--- config.mk ---
export PLATFORM = sky130hd
export DESIGN_NAME = spi_rx_slave
export DESIGN_NICKNAME = d
export VERILOG_FILES = /design/src/rtl/spi_rx_slave.sv
export SDC_FILE = /design/constraint.sdc
export NUM_CORES = 1
export LEC_CHECK = 0
export BUFFER_PORTS_ARGS = -buffer_cell sky130_fd_sc_hd__buf_2
export CORE_MARGIN = 4
export CORE_UTILIZATION = 36
export CTS_BUF_LIST = sky130_fd_sc_hd__clkbuf_8 sky130_fd_sc_hd__clkbuf_16
export DETAILED_ROUTE_END_ITERATION = 16
export PLACE_DENSITY = 0.53
export SETUP_SLACK_MARGIN = 0.5
export SYNTH_ARGS = -nofsm -noshare
export SYNTH_HDL_FRONTEND = slang
export SYNTH_SLANG_ARGS = --single-unit
--- constraint.sdc ---
create_clock -name clk -period 5.2 [get_ports clk]
set_input_delay 1.04 -clock clk [delete_from_list [all_inputs] [get_ports clk]]
set_output_delay 1.04 -clock clk [all_outputs]
set_load 0.02 [all_outputs]
--- src/rtl/spi_rx_slave.sv ---
// Serial word receiver for the SCLK/CS/DO link: samples DATA_W bits LSB first on
// SCLK rising edges while CS is low and hands the word out with valid/ready.
module spi_rx_slave #(
  parameter int DATA_W      = 6,
  parameter int SYNC_STAGES = 2
) (
  input  logic              clk,
  input  logic              rst_n,
  input  logic              sclk_in,
  input  logic              cs_n_in,
  input  logic              di_in,
  output logic [DATA_W-1:0] rx_data,
  output logic              rx_valid,
  input  logic              rx_ready,
  output logic              overrun,
  output logic              frame_err,
  output logic              busy
);

  localparam int CNT_W = $clog2(DATA_W) + 1;

  typedef enum logic [1:0] {
    IDLE  = 2'd0,
    SHIFT = 2'd1,
    DONE  = 2'd2
  } state_t;

  logic sclk_s;
  logic cs_n_s;
  logic di_s;

  generate
    if (SYNC_STAGES == 0) begin : g_nosync
      assign sclk_s = sclk_in;
      assign cs_n_s = cs_n_in;
      assign di_s   = di_in;
    end else begin : g_sync
      logic [SYNC_STAGES-1:0] sclk_sync_q, sclk_sync_d;
      logic [SYNC_STAGES-1:0] cs_n_sync_q, cs_n_sync_d;
      logic [SYNC_STAGES-1:0] di_sync_q,   di_sync_d;

      // Shift each input one stage further down its synchronizer chain.
      always_comb begin
        sclk_sync_d    = sclk_sync_q;
        cs_n_sync_d    = cs_n_sync_q;
        di_sync_d      = di_sync_q;
        sclk_sync_d[0] = sclk_in;
        cs_n_sync_d[0] = cs_n_in;
        di_sync_d[0]   = di_in;
        for (int i = 1; i < SYNC_STAGES; i++) begin
          sclk_sync_d[i] = sclk_sync_q[i-1];
          cs_n_sync_d[i] = cs_n_sync_q[i-1];
          di_sync_d[i]   = di_sync_q[i-1];
        end
      end

      // Synchronizer flops; CS resets to its inactive (high) level.
      always_ff @(posedge clk or negedge rst_n) begin
        if (!rst_n) begin
          sclk_sync_q <= '0;
          cs_n_sync_q <= '1;
          di_sync_q   <= '0;
        end else begin
          sclk_sync_q <= sclk_sync_d;
          cs_n_sync_q <= cs_n_sync_d;
          di_sync_q   <= di_sync_d;
        end
      end

      assign sclk_s = sclk_sync_q[SYNC_STAGES-1];
      assign cs_n_s = cs_n_sync_q[SYNC_STAGES-1];
      assign di_s   = di_sync_q[SYNC_STAGES-1];
    end
  endgenerate

  state_t             state_q,     state_d;
  logic [CNT_W-1:0]   bit_cnt_q,   bit_cnt_d;
  logic [DATA_W-1:0]  shreg_q,     shreg_d;
  logic [DATA_W-1:0]  rx_data_q,   rx_data_d;
  logic               rx_valid_q,  rx_valid_d;
  logic               overrun_q,   overrun_d;
  logic               frame_err_q, frame_err_d;
  logic               busy_q,      busy_d;
  logic               sclk_dly_q;
  logic               rise_s;

  assign rise_s = sclk_s & ~sclk_dly_q;

  // Next-state, shift register and output-register logic.
  always_comb begin
    state_d     = state_q;
    bit_cnt_d   = bit_cnt_q;
    shreg_d     = shreg_q;
    rx_data_d   = rx_data_q;
    overrun_d   = 1'b0;
    frame_err_d = 1'b0;
    if (rx_valid_q && rx_ready) begin
      rx_valid_d = 1'b0;
    end else begin
      rx_valid_d = rx_valid_q;
    end

    case (state_q)
      IDLE: begin
        bit_cnt_d = '0;
        if (!cs_n_s) begin
          state_d = SHIFT;
        end else begin
          state_d = IDLE;
        end
      end

      SHIFT: begin
        // CS release wins over a coincident rise; a partial word is dropped.
        if (cs_n_s) begin
          state_d   = IDLE;
          bit_cnt_d = '0;
          if (bit_cnt_q != '0) begin
            frame_err_d = 1'b1;
            shreg_d     = '0;
          end else begin
            frame_err_d = 1'b0;
          end
        end else if (rise_s) begin
          for (int i = 0; i < DATA_W; i++) begin
            if (bit_cnt_q == CNT_W'(i)) begin
              shreg_d[i] = di_s;
            end else begin
              shreg_d[i] = shreg_q[i];
            end
          end
          bit_cnt_d = bit_cnt_q + CNT_W'(1);
          if (bit_cnt_q == CNT_W'(DATA_W - 1)) begin
            state_d = DONE;
          end else begin
            state_d = SHIFT;
          end
        end else begin
          state_d = SHIFT;
        end
      end

      DONE: begin
        rx_data_d  = shreg_q;
        rx_valid_d = 1'b1;
        overrun_d  = rx_valid_q & ~rx_ready;
        bit_cnt_d  = '0;
        if (!cs_n_s) begin
          state_d = SHIFT;
        end else begin
          state_d = IDLE;
        end
      end

      default: begin
        state_d   = IDLE;
        bit_cnt_d = '0;
      end
    endcase

    busy_d = (state_d != IDLE);
  end

  // State and output registers.
  always_ff @(posedge clk or negedge rst_n) begin
    if (!rst_n) begin
      state_q     <= IDLE;
      bit_cnt_q   <= '0;
      shreg_q     <= '0;
      rx_data_q   <= '0;
      rx_valid_q  <= 1'b0;
      overrun_q   <= 1'b0;
      frame_err_q <= 1'b0;
      busy_q      <= 1'b0;
      sclk_dly_q  <= 1'b0;
    end else begin
      state_q     <= state_d;
      bit_cnt_q   <= bit_cnt_d;
      shreg_q     <= shreg_d;
      rx_data_q   <= rx_data_d;
      rx_valid_q  <= rx_valid_d;
      overrun_q   <= overrun_d;
      frame_err_q <= frame_err_d;
      busy_q      <= busy_d;
      sclk_dly_q  <= sclk_s;
    end
  end

  assign rx_data   = rx_data_q;
  assign rx_valid  = rx_valid_q;
  assign overrun   = overrun_q;
  assign frame_err = frame_err_q;
  assign busy      = busy_q;

endmodule
Word level (Yosys, flattened, before mapping):

Cells that the tools add are included.

* output and inout port bits: 10
* input bits: 6
* register bits: 29

* reduce and logical (&&, ||, !) cells: 20
* eq/ne operators: 9
* muxes and demuxes: 23
* $add $sub $neg: 1
* bitwise gates (word level): 4

Operator list (number)
* $reduce_and 4->1: 6
* $mux 6: 3
* $reduce_bool 2->1: 9
* $mux 1: 13
* $mux 4: 3
* $eq 4x2->1 const B: 2
* $eq 4x3->1 const B: 2
* $mux 2: 3
* $add 4x1->4 const B: 1
* $eq 4x1->1 const B: 1
* $logic_not 4->1: 1
* $pmux 2 s2: 1
* $reduce_bool 4->1: 1
* $ne 3x3->1 const B: 1
* $and 1x1->1: 2
* $eq 2x1->1 const B: 1
* $eq 2x2->1 const B: 1
* $logic_not 2->1: 1
* $ne 2x1->1 const B: 1
* $not 1->1: 2
* $reduce_or 2->1: 1
* $logic_and 1x1->1: 1

Depth between registers and ports, before layout:

Gate-level depths: netlist of the first run.

* word-level depth: 6
* mapped depth: 7
* gate-level depth less buffers: 7

Worst setup path before layout of the first run:

OpenSTA, ideal clock, no wires.

* path kind: register to register
* start point: reg bit_cnt_q[0]
* end point: reg shreg_q[4]
* stages on the path, launching flop included: 7
* arrival: 1.681 ns
* period minus slack after synthesis: 1.809 ns
* slack: 3.391 ns
* library setup time: 0.128 ns
* path through: dfrtp_1 > inv_1 > ha_1 > or3b_1 > and3_1 > a31oi_1 > mux2_1

* cells in the longest elaborated chain, start to end: 3
* elaborated cells between the ends (all ways): 5
* classes of those cells: 2 x eq/ne; 3 x reduce/logical

RTL lines
* start, declared: RTL line 77 `logic [CNT_W-1:0] bit_cnt_q, bit_cnt_d;`
* start signal, assigned: RTL line 178 `bit_cnt_q <= bit_cnt_d;`
* $eq 4x3->1 / $reduce_bool 4->1 (equally long branches): RTL line 126, 118
* $reduce_bool 2->1 (no source line) / $ne 2x1->1 (equally long branches)
* $reduce_and 4->1 (no source line) *
* end signal, assigned: RTL line 179 `shreg_q <= shreg_d;`
* end, declared: RTL line 78 `logic [DATA_W-1:0] shreg_q, shreg_d;`

Mark *: on every way between the ends. The rest lies on a longest branch, timed or not.
A chain may end at the register's enable or synchronous reset.

Worst setup path after layout of the first run:

Ends and elaborated chain as after synthesis.

==> results of run 1 <==
-- layout make-up --
class / instances / area [um2] / area share (%)
Clock buffer: 5 / 68.82 / 4.820
Clock inverter: 3 / 38.79 / 2.717
Inverter: 4 / 15.01 / 1.052
Multi-Input combinational cell: 72 / 446.7 / 31.29
Sequential cell: 29 / 728.2 / 51.01
Tap cell: 44 / 55.05 / 3.856
Timing Repair Buffer: 15 / 75.07 / 5.259
-- synth_stat cells (all sizes together) --
master,n
dfrtp,27
nand2,21
nor2,8
a21oi,5
ha,5
inv,4
mux2,4
nor2b,4
buf,3
o21ai,3
a31oi,2
and2b,2
and3,2
dfstp,2
nand2b,2
or3b,2
xor2,2
and2,1
and4b,1
clkbuf,1
nand3,1
nand4,1
nor3,1
nor3b,1
o21a,1
o311ai,1
or2b,1
xnor2,1
-- power by group --
group	internal, mW	switching [mW]
Combinational	0.0132	0.0150
Sequential	0.239	0.00811
Clock	0.140	0.0803
-- stage by stage --
step	std cells	area (um2)
after floorplan	109	1215
final	172	1428
after global placement	164	1320
after global routing	172	1428
after CTS	172	1428
after detailed placement	164	1320
-- critical path, cell delays in order (launching register included) --
cell and delay (ns):
dfrtp_1 0.43, inv_1 0.10, ha_1 0.15, or3b_1 0.39, and3_1 0.24, a31oi_1 0.18, mux2_1 0.34
-- logic make-up (layout without fill, tap and decap cells) --
group	after synthesis	in the layout	share of synthesized area [%]
and+or+nand+nor	48	48	20.08
DFF	29	29	59.94
muxes	4	4	3.707
xor gates and xnor gates	3	3	2.163
adders and majority gates	5	5	5.149
AOI/OAI and AO/OA	12	12	5.664
buffers and inverters	8	27	3.295
-- sequential cells by signal, summed over array words and instances (netlist names), 2 cells and up --
signal / flops
shreg_q: 6
g_sync.cs_n_sync_q: 2
g_sync.sclk_sync_q: 2
bit_cnt_q: 4
state_q: 2
rx_data: 6
g_sync.di_sync_q: 2
-- layer usage --
metal,wire length (um),track usage [%]
met1,958,13.08
met2,834,14.87
met3,146,5.612
met4,21,4.569
met5,0,0
-- worst min-delay path by stage --
stage                                from               endpoint  slack [ns]  cells after the start
floorplan             g_sync.di_sync_q[0]    g_sync.di_sync_q[1]        0.33                      0
global placement      g_sync.di_sync_q[0]    g_sync.di_sync_q[1]        0.33                      0
detailed placement  g_sync.sclk_sync_q[0]  g_sync.sclk_sync_q[1]        0.34                      0
CTS                   g_sync.di_sync_q[0]    g_sync.di_sync_q[1]        0.35                      0
global route          g_sync.di_sync_q[0]    g_sync.di_sync_q[1]        0.35                      0
finish                g_sync.di_sync_q[0]    g_sync.di_sync_q[1]        0.35                      0
==> flow_metrics.env, run 1 <==
export IMPL_final_util_pct=45.64
export IMPL_clock_sinks=29
export IMPL_antenna_cells=0
export IMPL_hold_path_class="reg2reg"
export IMPL_post_cts_buffers=0
export IMPL_drt_wl_total_um=1960
export IMPL_worstMarginPinSlew_ns=0.6807
export IMPL_ir_drop_v=0.0001675
export IMPL_worst_slack_ns=3.258
export IMPL_die_y_um=66.09
export IMPL_p_leak_nw=0.7366
export IMPL_max_freq_ghz=0.5149
export IMPL_drt_iter0_drc=24
export IMPL_first_global_vias=743
export IMPL_clock_latency_ns=0.28
export IMPL_htree_levels=2
export IMPL_ff2ff_setup_slack_ns=3.26
export IMPL_finalCriticalPeriod_ns=1.942
export IMPL_ioPinCount=16
export IMPL_drc=0
export IMPL_grt_pass1_wl_um=3353
export IMPL_clk_pin_slew_worst_paths_ns=0.06
export IMPL_vias_per_cell=4.401
export IMPL_drtAntennaViolNets=0
export IMPL_track_usage_pct=10.49
export IMPL_cp_end_kind="register"
export IMPL_regToRegStartpoint="bit_cnt_q[0]"
export IMPL_antenna_found_initial=0
export IMPL_hold_viol=0
export IMPL_root_buffer="clkbuf_8"
export IMPL_io_buffers=15
export IMPL_crit_path_end="shreg_q[4]"
export IMPL_cts_hold_buf=0
export IMPL_yosys_area_top_type="dfrtp_1"
export IMPL_final_common_cell="dfrtp_1"
export IMPL_critPathMaxFanout=5
export IMPL_nFillCells=298
export IMPL_pwr_density_cell_mw_per_mm2=347.2
export IMPL_synth_area_top_cells="dfrtp_1 (56%), nand2_1 (6.5%), ha_1 (5.1%), dfstp_2 (4.3%), mux2_2 (2.8%)"
export IMPL_cts_resized=0
export IMPL_final_period_utilization_pct=37.35
export IMPL_synth_seq_cells=29
export IMPL_fin_hold_ws_ns=0.3508
export IMPL_maxSlewViolCount=0
export IMPL_vias=757
export IMPL_final_cell_mix="dfrtp_1 (27), nand2_1 (21), buf_2 (15), nor2_1 (8)"
export IMPL_path_class="reg2reg"
export IMPL_clk_path_buf_depth=2
export IMPL_die_x_um=66.09
export IMPL_critPathLaunch="bit_cnt_q[0]"
export IMPL_syn_inst=109
export IMPL_fin_tns_setup_ns=0
export IMPL_grt_max_degree=30
export IMPL_cts_tree="done"
export IMPL_slew_headroom_pct=54.53
export IMPL_start_kind="register"
export IMPL_die_area_mm2=0.004368
export IMPL_ys_warn_count=0
export IMPL_ys_types=30
export IMPL_synth_cell_area_mm2=0.001215
export IMPL_area_growth_pct=17.51
export IMPL_synth_nets=120
export IMPL_core_area_mm2=0.003128
export IMPL_initial_utilization_pct=38.84
export IMPL_setup_viol=0
export IMPL_total_power_mw=0.4957
export IMPL_syn_area_per_cell_um2=11.15
export IMPL_gr_total_overflow=0
export IMPL_drt_pass1_iter_count=4
export IMPL_place_congestion=0.7608
export IMPL_fin_nets=138
export IMPL_crit_arrival_ns=2.10
export IMPL_seq_area_frac_synth_pct=59.94
export IMPL_place_ws_ns=3.283
export IMPL_wire_per_inst_um=11.40
export IMPL_required_ns=5.36
export IMPL_numCtsBuffers=5
export IMPL_timing_rr_end="shreg_q[4]"
export IMPL_cap_violations=0
export IMPL_reg2reg_depth=6
export IMPL_skew_ns=0.006303
export IMPL_dp_hpwl_um=1423
export IMPL_rows=20
export IMPL_outcome="completed"
export IMPL_drive_above_1_share_pct=21.88
export IMPL_synth_top_area_share_pct=55.61
export IMPL_rsz0062_at_grt="false"
(Power assumes the default switching activity.)
==> inputs of run 2 (changes only) <==
==> constraint.sdc (replaced) <==
create_clock -name clk -period 1.8 [get_ports clk]
set_input_delay 0.36 -clock clk [delete_from_list [all_inputs] [get_ports clk]]
set_output_delay 0.36 -clock clk [all_outputs]
set_load 0.02 [all_outputs]
==> flow_metrics.env, run 2 (synthesized netlist as in run 1, its figures left out) <==
export IMPL_rows=20
export IMPL_vias_per_cell=4.500
export IMPL_hold_path_class="in2async"
export IMPL_numCtsBuffers=5
export IMPL_vias=846
export IMPL_critPathMaxFanout=4
export IMPL_hold_viol=0
export IMPL_max_freq_ghz=0.5714
export IMPL_clock_sinks=29
export IMPL_worstMarginPinSlew_ns=0.6263
export IMPL_fin_tns_setup_ns=0
export IMPL_total_power_mw=1.325
export IMPL_crit_arrival_ns=1.91
export IMPL_antenna_found_initial=0
export IMPL_drc=0
export IMPL_skew_ns=0.003528
export IMPL_grt_pass1_wl_um=3698
export IMPL_fin_nets=154
export IMPL_path_class="reg2reg"
export IMPL_ioPinCount=16
export IMPL_outcome="completed"
export IMPL_slew_headroom_pct=58.25
export IMPL_cts_tree="done"
export IMPL_cp_end_kind="register"
export IMPL_final_util_pct=51.72
export IMPL_drive_above_1_share_pct=40.97
export IMPL_setup_viol=0
export IMPL_dp_hpwl_um=1508
export IMPL_drt_iter0_drc=12
export IMPL_io_buffers=15
export IMPL_clock_latency_ns=0.27
export IMPL_antenna_cells=0
export IMPL_finalCriticalPeriod_ns=1.750
export IMPL_nFillCells=293
export IMPL_track_usage_pct=11.50
export IMPL_maxSlewViolCount=0
export IMPL_ir_drop_v=0.0005833
export IMPL_gr_total_overflow=0
export IMPL_drt_pass1_iter_count=4
export IMPL_root_buffer="clkbuf_8"
export IMPL_dp_cells=172
export IMPL_rsz0062_at_grt="true"
export IMPL_p_leak_nw=0.8281
export IMPL_final_cell_mix="dfrtp_1 (26), nand2_1 (21), buf_4 (16), buf_2 (15), nor2_1 (8)"
export IMPL_required_ns=1.96
export IMPL_pwr_density_cell_mw_per_mm2=818.7
export IMPL_place_area_mm2=0.001388
export IMPL_grt_max_degree=30
export IMPL_initial_utilization_pct=38.84
export IMPL_die_x_um=66.09
export IMPL_cap_violations=0
export IMPL_drt_wl_total_um=2185
export IMPL_clk_pin_slew_worst_paths_ns=0.06
export IMPL_wire_per_inst_um=11.62
export IMPL_drtAntennaViolNets=0
export IMPL_start_kind="register"
export IMPL_final_common_cell="dfrtp_1"
export IMPL_core_area_mm2=0.003128
export IMPL_clk_path_buf_depth=2
export IMPL_final_period_utilization_pct=97.23
export IMPL_place_congestion=0.7986
export IMPL_htree_levels=2
export IMPL_fin_cells=188
export IMPL_stdcell_area_mm2=0.001618
export IMPL_die_y_um=66.09
export IMPL_first_global_vias=845
export IMPL_area_growth_pct=33.16
export IMPL_die_area_mm2=0.004368
==> run 2: changes by cell type in the layout (fill, tap and decap cells not counted), moves of 2 or more <==
cell / previous run / this run
buf_4: 0 / 16
mux2_4: 0 / 4
a21oi_1: 5 / 2
mux2_2: 3 / 0
a21oi_2: 0 / 2
ha_1: 5 / 3
ha_4: 0 / 2
inv_1: 5 / 3
inv_2: 0 / 2
o21ai_0: 3 / 1
==> run 2: layer usage <==
layer	track usage [%]	routed length (um)
met2	17.72	1031
met5	0	0
met3	4.592	119
met4	5.330	39
met1	13.96	995
==> run 2: timing repair <==
action | in CTS | in global routing
buffers inserted | 4 | 4
hold buffers | 0 | 0
gates resized for setup | 15 | 8
pin swaps | 1 | 2
setup endpoints to repair | 8 | 9
==> run 2: area by class of cell <==
class / instances / area, um2 / area share [%]
repair buffers: 31 / 195.2 / 12.06
clock buffers: 5 / 68.82 / 4.254
multi-input cells: 72 / 540.5 / 33.41
clock inverters: 3 / 13.76 / 0.8507
flip-flops and latches: 29 / 729.5 / 45.09
well taps: 44 / 55.05 / 3.403
inverters: 4 / 15.01 / 0.9281
==> run 2: final timing paths <==
| check | from | to | slack [ns] | cells past startpoint |
|---|---|---|---|---|
| worst max-delay path | bit_cnt_q[1] | shreg_q[4] | 0.05 | 6 |
| worst min-delay path | rst_n | rx_data[0] | 0.1 | 1 |
| worst max register to register | bit_cnt_q[1] | shreg_q[4] | 0.05 | 6 |
| worst min register to register | g_sync.sclk_sync_q[0] | g_sync.sclk_sync_q[1] | 0.35 | 0 |
| max in group asynchronous | rst_n | state_q[0] | 1.26 | 1 |
| min in group clk | cs_n_in | g_sync.cs_n_sync_q[0] | 0.18 | 1 |
==> run 2: where the power goes <==
part,total (mW),internal [mW],switching [mW]
Combinational,0.119,0.0668,0.0523
Clock,0.489,0.261,0.228
Sequential,0.716,0.692,0.0247
==> run 2: critical path, stage by stage (launching register included) <==
cell and delay (ns):
dfrtp_1 0.38, inv_2 0.08, ha_4 0.13, or3b_4 0.39, and3_4 0.20, a31oi_4 0.15, mux2_4 0.31
==> run 2: stage by stage <==
stage / setup slack, ns / hold slack, ns
after CTS: 0.06722 / 0.1178
after global placement: 0.04877 / 0.3323
after detailed placement: -0.02425 / 0.3405
after global routing: -0.007962 / 0.1503
final: 0.04979 / 0.09731
after floorplan: 0.04401 / 0.06441
==> inputs of run 3 (changes only) <==
--- a/config.mk
+++ b/config.mk
@@ -6,11 +6,11 @@
 export NUM_CORES = 1
 export LEC_CHECK = 0
 export BUFFER_PORTS_ARGS = -buffer_cell sky130_fd_sc_hd__buf_2
-export CORE_MARGIN = 4
-export CORE_UTILIZATION = 36
+export CORE_MARGIN = 2
+export CORE_UTILIZATION = 38
 export CTS_BUF_LIST = sky130_fd_sc_hd__clkbuf_8 sky130_fd_sc_hd__clkbuf_16
 export DETAILED_ROUTE_END_ITERATION = 16
-export PLACE_DENSITY = 0.53
+export PLACE_DENSITY = 0.55
 export SETUP_SLACK_MARGIN = 0.5
 export SYNTH_ARGS = -nofsm -noshare
 export SYNTH_HDL_FRONTEND = slang
==> flow_metrics.env, run 3 (synthesized netlist as in run 1, its figures left out) <==
export IMPL_outcome="completed"
export IMPL_antenna_found_initial=0
export IMPL_cts_tree="done"
export IMPL_critPathMaxFanout=4
export IMPL_place_area_mm2=0.001380
export IMPL_die_y_um=60.55
export IMPL_final_common_cell="dfrtp_1"
export IMPL_required_ns=1.97
export IMPL_numCtsBuffers=5
export IMPL_clk_path_buf_depth=2
export IMPL_total_power_mw=1.410
export IMPL_drt_iter0_drc=41
export IMPL_root_buffer="clkbuf_8"
export IMPL_drive_above_1_share_pct=39.72
export IMPL_skew_ns=0.003199
export IMPL_htree_levels=2
export IMPL_core_area_mm2=0.003053
export IMPL_worstMarginPinSlew_ns=0.6151
export IMPL_max_freq_ghz=0.5714
export IMPL_clk_pin_slew_worst_paths_ns=0.06
export IMPL_fin_nets=151
export IMPL_vias_per_cell=4.486
export IMPL_p_leak_nw=0.8191
export IMPL_track_usage_pct=14.18
export IMPL_final_period_utilization_pct=97.23
export IMPL_initial_utilization_pct=39.80
export IMPL_io_buffers=15
export IMPL_clock_latency_ns=0.28
export IMPL_drt_wl_total_um=2174
export IMPL_hold_path_class="in2async"
export IMPL_dp_hpwl_um=1427
export IMPL_final_util_pct=52.62
export IMPL_drc=0
export IMPL_setup_viol=0
export IMPL_die_x_um=60.55
export IMPL_worst_slack_ns=0.04990
export IMPL_maxSlewViolCount=0
export IMPL_die_area_mm2=0.003666
export IMPL_place_congestion=0.7517
export IMPL_drt_pass1_iter_count=4
export IMPL_final_cell_mix="dfrtp_1 (27), nand2_1 (21), buf_2 (15), buf_4 (11), nor2_1 (8)"
export IMPL_grt_pass1_wl_um=3657
export IMPL_cap_violations=0
export IMPL_first_global_vias=808
export IMPL_vias=830
export IMPL_place_ws_ns=0.01106
export IMPL_path_class="reg2reg"
export IMPL_nFillCells=288
export IMPL_cts_hold_buf=0
export IMPL_grt_max_degree=30
export IMPL_ioPinCount=16
export IMPL_antenna_cells=0
export IMPL_gr_total_overflow=0
export IMPL_pwr_density_cell_mw_per_mm2=877.5
export IMPL_stdcell_area_mm2=0.001607
export IMPL_clock_sinks=29
export IMPL_wire_per_inst_um=11.75
export IMPL_area_growth_pct=32.23
export IMPL_slew_headroom_pct=58.99
export IMPL_ir_drop_v=0.0005337
export IMPL_start_kind="register"
export IMPL_fin_hold_ws_ns=0.08818
export IMPL_crit_arrival_ns=1.92
export IMPL_hold_viol=0
export IMPL_cp_end_kind="register"
export IMPL_finalCriticalPeriod_ns=1.750
export IMPL_rows=20
export IMPL_rsz0062_at_grt="true"
export IMPL_drtAntennaViolNets=0
[run 3: path summary, 6_finish.rpt]
| path | from | to | slack (ns) | depth (start not counted) |
|---|---|---|---|---|
| worst max register to register | bit_cnt_q[0] | shreg_q[4] | 0.05 | 6 |
| worst min-delay path | rst_n | rx_data[0] | 0.09 | 1 |
| min in group clk | cs_n_in | g_sync.cs_n_sync_q[0] | 0.18 | 1 |
| worst max-delay path | bit_cnt_q[0] | shreg_q[4] | 0.05 | 6 |
| worst min register to register | g_sync.sclk_sync_q[0] | g_sync.sclk_sync_q[1] | 0.35 | 0 |
| max in group asynchronous | rst_n | bit_cnt_q[2] | 1.31 | 1 |
[run 3: worst max-delay path, stage by stage (launching register included)]
cell and delay (ns):
dfrtp_1 0.38, inv_2 0.09, ha_4 0.13, or3b_4 0.38, and3_4 0.19, a31oi_4 0.16, mux2_4 0.31
[run 3: metal layers]
layer | vias up | routed length, um | GRT usage, %
li1 | 419 | - | -
met2 | 18 | 1071 | 21.74
met4 | 0 | 39 | 6.211
met3 | 4 | 116 | 7.249
met5 | - | 0 | 0
met1 | 389 | 946 | 16.82
[run 3: cell type report]
type,instances,area [um2],share of cell area [%]
sequential,29,728.2,45.33
timing repair buffer,28,180.2,11.21
multi-input combinational,72,526.8,32.79
clock buffer,7,96.34,5.997
tap,44,55.05,3.427
inverter,4,15.01,0.9346
clock inverter,1,5.005,0.3115
[run 3: what timing repair did]
action / in CTS / in global routing
pin swaps: 1 / 3
gates resized for setup: 17 / 4
setup endpoints to repair: 8 / 11
buffers inserted: 5 / 1
[run 3: through the flow]
step,std cells,setup TNS [ns]
after floorplan,109,0
after global placement,171,0
after detailed placement,171,0
after CTS,184,0
after global routing,185,-0.001125
final,185,0
[run 3: power by group]
part,leakage [nW],switching (mW),internal (mW)
sequential,0.377,0.0240,0.691
combinational,0.388,0.0502,0.0619
clock,0.0542,0.238,0.345
total,0.819,0.312,1.10
